$ cat src/rtl/snn_aer_pkg.sv
// Shared types and sizing helpers for the AER output responder.
// Optional feature macro: AER_TIMESTAMP_EN (adds a timestamp field to each FIFO entry).
package snn_aer_pkg;

    // Handshake FSM states
    typedef enum logic [1:0] {
        IDLE    = 2'd0,
        DELAY   = 2'd1,
        ACK_HI  = 2'd2,
        WAIT_LO = 2'd3
    } aer_state_e;

    // ACK latency counter width (ACK_DELAY range 0..63)
    localparam int unsigned DLY_W = 6;

`ifdef AER_TIMESTAMP_EN
    localparam bit TS_EN = 1'b1;
`else
    localparam bit TS_EN = 1'b0;
`endif

    // FIFO pointer width for a given depth
    function automatic int unsigned ptr_width(input int unsigned depth);
        return $clog2(depth);
    endfunction

    // Stored entry width: address, plus timestamp when enabled
    function automatic int unsigned entry_width(input int unsigned aer_w, input int unsigned ts_w);
        return aer_w + (TS_EN ? ts_w : 0);
    endfunction

endpackage

$ cat src/rtl/aer_sync_fifo.sv
// First-word-fall-through synchronous FIFO with registered full/empty/level.
module aer_sync_fifo
    import snn_aer_pkg::*;
#(
    parameter int unsigned WIDTH = 12,
    parameter int unsigned DEPTH = 16
) (
    input  logic                        CLK,
    input  logic                        RST_N,
    input  logic                        WR_EN,
    input  logic [WIDTH-1:0]            WR_DATA,
    input  logic                        RD_EN,
    output logic [WIDTH-1:0]            RD_DATA,
    output logic                        EMPTY,
    output logic                        FULL,
    output logic [ptr_width(DEPTH):0]   LEVEL
);

    localparam int unsigned PTR_W = ptr_width(DEPTH);
    localparam int unsigned LVL_W = PTR_W + 1;

    logic [WIDTH-1:0] mem [DEPTH];
    logic [PTR_W-1:0] wr_ptr_q;
    logic [PTR_W-1:0] rd_ptr_q;
    logic [LVL_W-1:0] level_q;
    logic [LVL_W-1:0] level_d;
    logic             empty_q;
    logic             full_q;
    logic             do_wr;
    logic             do_rd;

    // A read of an empty FIFO is ignored; a write into a full FIFO needs a same-cycle read
    assign do_rd = RD_EN && !empty_q;
    assign do_wr = WR_EN && (!full_q || do_rd);

    // Next occupancy
    always_comb begin
        level_d = level_q;
        if (do_wr && !do_rd) begin
            level_d = level_q + LVL_W'(1);
        end else if (!do_wr && do_rd) begin
            level_d = level_q - LVL_W'(1);
        end
    end

    // Pointers, occupancy and flags
    always_ff @(posedge CLK) begin
        if (!RST_N) begin
            wr_ptr_q <= '0;
            rd_ptr_q <= '0;
            level_q  <= '0;
            empty_q  <= 1'b1;
            full_q   <= 1'b0;
        end else begin
            if (do_wr) begin
                wr_ptr_q <= wr_ptr_q + PTR_W'(1);
            end
            if (do_rd) begin
                rd_ptr_q <= rd_ptr_q + PTR_W'(1);
            end
            level_q <= level_d;
            empty_q <= (level_d == '0);
            full_q  <= (level_d == LVL_W'(DEPTH));
        end
    end

    // Storage array; contents are only observable while non-empty
    always_ff @(posedge CLK) begin
        if (do_wr) begin
            mem[wr_ptr_q] <= WR_DATA;
        end
    end

    assign RD_DATA = empty_q ? '0 : mem[rd_ptr_q];
    assign EMPTY   = empty_q;
    assign FULL    = full_q;
    assign LEVEL   = level_q;

endmodule

$ cat src/rtl/aer_out_responder.sv
// AER output-side 4-phase handshake responder with event FIFO and per-sample counters.
// Optional feature macro: AER_TIMESTAMP_EN (free-running timestamp stored with each event).
module aer_out_responder
    import snn_aer_pkg::*;
#(
    parameter int unsigned AER_WIDTH      = 12,
    parameter int unsigned ACK_DELAY      = 6,
    parameter int unsigned FIFO_DEPTH     = 16,
    parameter int unsigned CNT_WIDTH      = 16,
    parameter int unsigned DROP_WHEN_FULL = 0,
    parameter int unsigned TS_WIDTH       = 16
) (
    input  logic                                        CLK,
    input  logic                                        RST_N,
    input  logic [AER_WIDTH-1:0]                        AEROUT_ADDR,
    input  logic                                        AEROUT_REQ,
    output logic                                        AEROUT_ACK,
    input  logic                                        CLEAR,
    input  logic                                        FIFO_RD_EN,
    output logic [entry_width(AER_WIDTH, TS_WIDTH)-1:0] FIFO_RD_DATA,
    output logic                                        FIFO_EMPTY,
    output logic                                        FIFO_FULL,
    output logic [ptr_width(FIFO_DEPTH):0]              FIFO_LEVEL,
    output logic [CNT_WIDTH-1:0]                        EVENT_CNT,
    output logic [CNT_WIDTH-1:0]                        DROP_CNT,
    output logic                                        BUSY
);

    localparam int unsigned ENTRY_W = entry_width(AER_WIDTH, TS_WIDTH);
    localparam logic [DLY_W-1:0] DLY_LOAD = (ACK_DELAY > 0) ? DLY_W'(ACK_DELAY - 1) : '0;
    localparam logic [CNT_WIDTH-1:0] CNT_MAX = '1;

    aer_state_e            state_q;
    aer_state_e            state_d;
    logic [DLY_W-1:0]      dly_q;
    logic [DLY_W-1:0]      dly_d;
    logic                  ack_q;
    logic                  ack_d;
    logic                  busy_q;
    logic [CNT_WIDTH-1:0]  ev_q;
    logic [CNT_WIDTH-1:0]  ev_d;
    logic [CNT_WIDTH-1:0]  drop_q;
    logic [CNT_WIDTH-1:0]  drop_d;
    logic                  store;
    logic                  dropped;
    logic                  fifo_full;
    logic [ENTRY_W-1:0]    wr_data;

`ifdef AER_TIMESTAMP_EN
    logic [TS_WIDTH-1:0]   ts_q;

    // Free-running timestamp, zeroed at reset and at each sample boundary
    always_ff @(posedge CLK) begin
        if (!RST_N || CLEAR) begin
            ts_q <= '0;
        end else begin
            ts_q <= ts_q + TS_WIDTH'(1);
        end
    end

    assign wr_data = {ts_q, AEROUT_ADDR};
`else
    assign wr_data = AEROUT_ADDR;
`endif

    // Handshake next-state, capture decision and ACK level
    always_comb begin
        state_d = state_q;
        dly_d   = dly_q;
        ack_d   = ack_q;
        store   = 1'b0;
        dropped = 1'b0;
        case (state_q)
            IDLE: begin
                if (AEROUT_REQ) begin
                    if (!fifo_full || FIFO_RD_EN) begin
                        store = 1'b1;
                    end else if (DROP_WHEN_FULL != 0) begin
                        dropped = 1'b1;
                    end
                    if (store || dropped) begin
                        if (ACK_DELAY > 0) begin
                            state_d = DELAY;
                            dly_d   = DLY_LOAD;
                        end else begin
                            state_d = ACK_HI;
                        end
                    end
                end
            end
            DELAY: begin
                if (dly_q == '0) begin
                    state_d = ACK_HI;
                end else begin
                    dly_d = dly_q - DLY_W'(1);
                end
            end
            ACK_HI: begin
                ack_d   = 1'b1;
                state_d = WAIT_LO;
            end
            WAIT_LO: begin
                if (!AEROUT_REQ) begin
                    ack_d   = 1'b0;
                    state_d = IDLE;
                end
            end
            default: begin
                state_d = IDLE;
                ack_d   = 1'b0;
            end
        endcase
    end

    // Saturating counters; a coincident CLEAR is applied before the increment
    always_comb begin
        ev_d   = CLEAR ? '0 : ev_q;
        drop_d = CLEAR ? '0 : drop_q;
        if (store && (ev_d != CNT_MAX)) begin
            ev_d = ev_d + CNT_WIDTH'(1);
        end
        if (dropped && (drop_d != CNT_MAX)) begin
            drop_d = drop_d + CNT_WIDTH'(1);
        end
    end

    // State, ACK, BUSY and counter registers
    always_ff @(posedge CLK) begin
        if (!RST_N) begin
            state_q <= IDLE;
            dly_q   <= '0;
            ack_q   <= 1'b0;
            busy_q  <= 1'b0;
            ev_q    <= '0;
            drop_q  <= '0;
        end else begin
            state_q <= state_d;
            dly_q   <= dly_d;
            ack_q   <= ack_d;
            busy_q  <= (state_d != IDLE);
            ev_q    <= ev_d;
            drop_q  <= drop_d;
        end
    end

    aer_sync_fifo #(
        .WIDTH (ENTRY_W),
        .DEPTH (FIFO_DEPTH)
    ) u_fifo (
        .CLK     (CLK),
        .RST_N   (RST_N),
        .WR_EN   (store),
        .WR_DATA (wr_data),
        .RD_EN   (FIFO_RD_EN),
        .RD_DATA (FIFO_RD_DATA),
        .EMPTY   (FIFO_EMPTY),
        .FULL    (fifo_full),
        .LEVEL   (FIFO_LEVEL)
    );

    assign FIFO_FULL  = fifo_full;
    assign AEROUT_ACK = ack_q;
    assign BUSY       = busy_q;
    assign EVENT_CNT  = ev_q;
    assign DROP_CNT   = drop_q;

endmodule

$ cat config.mk
export PLATFORM = sky130hd
export DESIGN_NAME = aer_out_responder
export DESIGN_NICKNAME = d
export VERILOG_FILES = /design/src/rtl/snn_aer_pkg.sv /design/src/rtl/aer_sync_fifo.sv /design/src/rtl/aer_out_responder.sv
export SDC_FILE = /design/constraint.sdc
export NUM_CORES = 1
export LEC_CHECK = 0
export BUFFER_PORTS_ARGS = -buffer_cell sky130_fd_sc_hd__buf_4
export CAP_MARGIN = 20
export CORE_MARGIN = 3
export CORE_UTILIZATION = 51
export CTS_CLUSTER_DIAMETER = 120
export DETAILED_ROUTE_END_ITERATION = 10
export PLACE_DENSITY = 0.69
export RECOVER_POWER = 50
export SYNTH_ARGS = -nofsm -noshare
export SYNTH_HDL_FRONTEND = slang
export SYNTH_SLANG_ARGS = --single-unit
$ cat constraint.sdc
create_clock -name CLK -period 3.4 [get_ports CLK]
set_clock_uncertainty 0.15 [all_clocks]
set_input_delay 0.17 -clock CLK [delete_from_list [all_inputs] [get_ports CLK]]
set_output_delay 0.17 -clock CLK [all_outputs]
set_load 0.01 [all_outputs]
==> results.md <==
Clocking:
- TritonCTS built the clock tree.
- The TritonCTS buffer count is 24.
- The H-tree level count is 1.
- The clock passes through at most 3 buffers.
- Post-CTS repair changed the size of 0 cells.
- For the worst-skew pair, the clock arrives at the later sink with an insertion delay of 0.51 ns.
- The clock-pin transition on the worst setup and hold timing paths is 0.06 ns.
- The tree is rooted in a clkbuf_16.
- The clock drives 237 sinks.

Worst setup path:
- At the worst endpoint, the required time is 3.08 ns.
- Counting cells, the worst reg-to-reg path comes to 5.
- The endpoint arrival time on the critical path is 2.81 ns.
- STA classifies the critical path startpoint as a flip-flop.
- The critical path endpoint category is an output port.
- The maximum fanout count along the critical path is 24.
- The kind of critical path is reg2out.

Die:
- The die is 144 microns wide.
- The die is 144 microns tall.
- Row generation in the floorplan step produced 49 rows.
- The standard cell core area is 18400 sq um.
- The starting density of the core is 53.0%.
- The count of boundary I/O pins is 70.
- The die covers 20800 sq um.

Place:
- The global placement routability congestion is 0.834.
- Counting tap cells, the placed design contains a total of 857 instances.
- The number of buffers inserted by port buffering is 53.
- Prior to clock tree synthesis, the placed netlist has a worst setup slack of 0.574 ns.
- The total cell area at the placement stage is 10500 sq um.
- Once detailed placement completed, the half-perimeter wirelength came to 12.6 mm.

Drt:
- The detailed router used layers up to and including met4.
- The number of detailed-routing iterations run before antenna repair is 5.
- The average routed wire per standard cell is 21.7 microns.
- The routed design has 19.9 mm of wire.
- The number of vias after detailed routing is 5415.
- In the routed layout, each cell is associated on average with a via count of 5.91.
- After detailed routing, the number of remaining DRC violations is 0.
- The routed metal-1 wirelength is 8.62 mm.
- For this block, the initial DRC count from the detailed router was 508.
- The total length of routed met2 wires is 9.40 mm.
- The count of nets left with antenna violations once routing finished came out at 0.
- The routed design uses 1.34 mm of met3 wire.

Pwr:
- Power comes to 7.61 mW.
- The worst-case IR drop observed on VDD is 0.000487 V.
- The leakage power summed over all cells is 3.70 nW.
- In this run switching power makes up 26.1% of total power.
- The share of power burned in the clock network is 34.0%.
- The total power per unit cell area is 673 nW/um^2.
- The power spent charging and discharging nets is 1.99 mW.
- The internal power of the cells totals 5.63 mW.
- In this run, the combinational gates consume 19.7% of the power.
- Sequential cells burn 46.3% of the power.

Yosys:
- Summed over its instances, the top area cell type makes up 59.1% of the synthesized netlist area.
- The distinct cell type count of the synthesized netlist is 55.
- Each instance of the synthesized netlist takes up on average 17.1 sq um.
- Among all cell types in the netlist, the one instantiated most often is edfxtp_1.
- edfxtp_1 takes more of the synthesized area than any other cell.
- The synthesized design contains 237 register bits.
- Yosys printed 0 warnings.
- The post-synthesis instance total is 569.
- The main flop type after synthesis is edfxtp_1.
- In the synthesized netlist, the cells that appear most often are edfxtp_1 (192), mux4_2 (60), nor2_1 (48).
- Sorting the synthesized cells by area gives the leading types as edfxtp_1 (59%), mux4_2 (14%), dfxtp_1 (9.2%).
- In the synthesized netlist the async set-or-reset flop fraction comes to 0%.
- The area of the mapped netlist is 9750 sq um.
- The proportion of synthesized chip area in sequential cells is 68.4%.
- In this run, synthesis inferred 192 flip-flops with an integrated enable.

Hold path:
- The path class of the tightest hold or removal check is reg2reg.
- Along the worst hold path, the cell count comes to 2.

Global route:
- The via count of the first global-routing pass is 5386.
- The total routing usage reported by global routing is 19.5%.
- The global-route wire length before repair is 30.8 mm.
- The initial antenna violation count is 0.
- The pin count of the biggest net entering global routing is 31.
- After global routing the overflow that remains totals 0.

Timing:
- The slack of the critical path is 0.275 ns.
- The final count of hold timing violations is 0.
- Setup repair after global routing left no endpoint under its margin.
- At the pin with the least slew margin, the transition time is 1.35 ns.
- The tightest slew margin relative to the limit is 8.81%.
- The maximum clock frequency is 320 MHz.
- The final critical path takes up 91.9% of the cycle.
- The final hold slack is 0.337 ns.
- For the finished layout, the period the worst path requires is 3.13 ns.
- The total count of max-transition violations in the final report was 0.
- After routing, the total negative slack on setup checks comes to 0 ns.
- Setup violations remaining at the end of the flow were counted as 0.

Cells and area:
- Summing all non-filler instances in the final layout gives an area of 11300 sq um.
- The final design utilization is 61.5%.
- The post-route netlist has 23.1% of its cells at a drive strength greater than 1.
- The final net count is 696.
- The multi-input combinational cells in the finished layout cover a total of 2850 sq um.
- The register cell area after layout is 6670 sq um.
- The post-layout instance count excluding filler cells is 916.
- The number of diodes is 0.
- The number of fillers in the final layout is 1347.
- The area overhead of the layout relative to synthesis is 16.0%.

Status:
- The run finished with clean final reports.

Run:
- The tool flagged a number of max-cap violations equal to 0.
==> power groups by stage <==
stage          clock network, mW  registers, mW  logic [mW]
2_1_floorplan                  0           3.53        1.08
3_3_place_gp                   0           3.58        1.50
6_report                    2.59           3.53        1.50
4_1_cts                     2.63           3.54        1.56
5_1_grt                     2.76           3.56        1.64
3_5_place_dp                   0           3.59        1.54
==> placed cells by master, fill, tap and decap left out, drive strengths merged, types with 3 or more instances in the layout <==
| cell type | n |
|---|---|
| o21ai | 6 |
| edfxtp | 192 |
| buf | 45 |
| a211oi | 7 |
| nand4 | 7 |
| or3 | 3 |
| clkinv | 3 |
| dlygate4sd3 | 16 |
| nor3 | 8 |
| nand4b | 3 |
| xnor2 | 17 |
| nor2b | 19 |
| inv | 19 |
| nand2 | 19 |
| and3 | 3 |
| a21oi | 17 |
| clkbuf | 72 |
| a31o | 3 |
| dfxtp | 45 |
| ha | 9 |
| nand2b | 5 |
| nor4 | 5 |
| xor2 | 5 |
| nand3 | 3 |
| conb | 16 |
| nor2 | 48 |
| mux4 | 60 |
==> final cells by class <==
| type | count | share of cell area, % |
|---|---|---|
| Clock buffer | 34 | 6.01 |
| Clock inverter | 9 | 0.918 |
| Inverter | 17 | 0.564 |
| Multi-Input combinational cell | 291 | 25.2 |
| Sequential cell | 237 | 59.0 |
| Tap cell | 229 | 2.53 |
| Timing Repair Buffer | 99 | 5.77 |
==> layer usage <==
| layer | up-vias | global-route usage [%] |
|---|---|---|
| met2 | 212 | 30.7 |
| met3 | 39 | 3.37 |
| met1 | 2774 | 28.7 |
| li1 | 2390 | - |
| met4 | 0 | 5.35 |
| met5 | - | 0 |
==> critical path, stage by stage, from the launching register on <==
cell	delay, ns
dfxtp_4	0.68
buf_4	0.28
mux4_2	0.53
mux4_2	0.47
nor2b_1	0.14
buf_4	0.19
==> cell families (layout without fill, tap and decap cells) <==
kind of cell / Yosys count / count (layout) / synth area share [%]
compound gates: 47 / 47 / 3.70
xor+xnor: 22 / 22 / 1.98
fa+ha+maj: 9 / 9 / 1.16
buf+inv: 56 / 159 / 3.02
flops: 237 / 237 / 68.4
mux: 62 / 62 / 14.1
other cells: 1 / 16 / 0.0385
simple gates: 135 / 135 / 7.66
==> final timing paths <==
kind	start	end	slack, ns
worst min-delay path	AEROUT_ACK	AEROUT_ACK	0.34
worst max-delay path	flip-flop	FIFO_RD_DATA[9]	0.27
worst max register to register	state_q[1]	u_fifo.mem[2][1]	0.31
worst min register to register	AEROUT_ACK	AEROUT_ACK	0.34
==> sequential cells by signal (all words and copies together), names as in the netlist, named ones only <==
register         cells
u_fifo.EMPTY         1
state_q              2
dly_q                6
BUSY                 1
u_fifo.mem         192
AEROUT_ACK           1
u_fifo.FULL          1
u_fifo.rd_ptr_q      4
EVENT_CNT           16
u_fifo.LEVEL         5
u_fifo.wr_ptr_q      4
==> repair_timing <==
item                                   4_1_cts  5_1_grt
buffers inserted                             0        0
hold buffers                                16        0
endpoints found under the hold margin      213        0
Power figures use the tool's default switching activity.
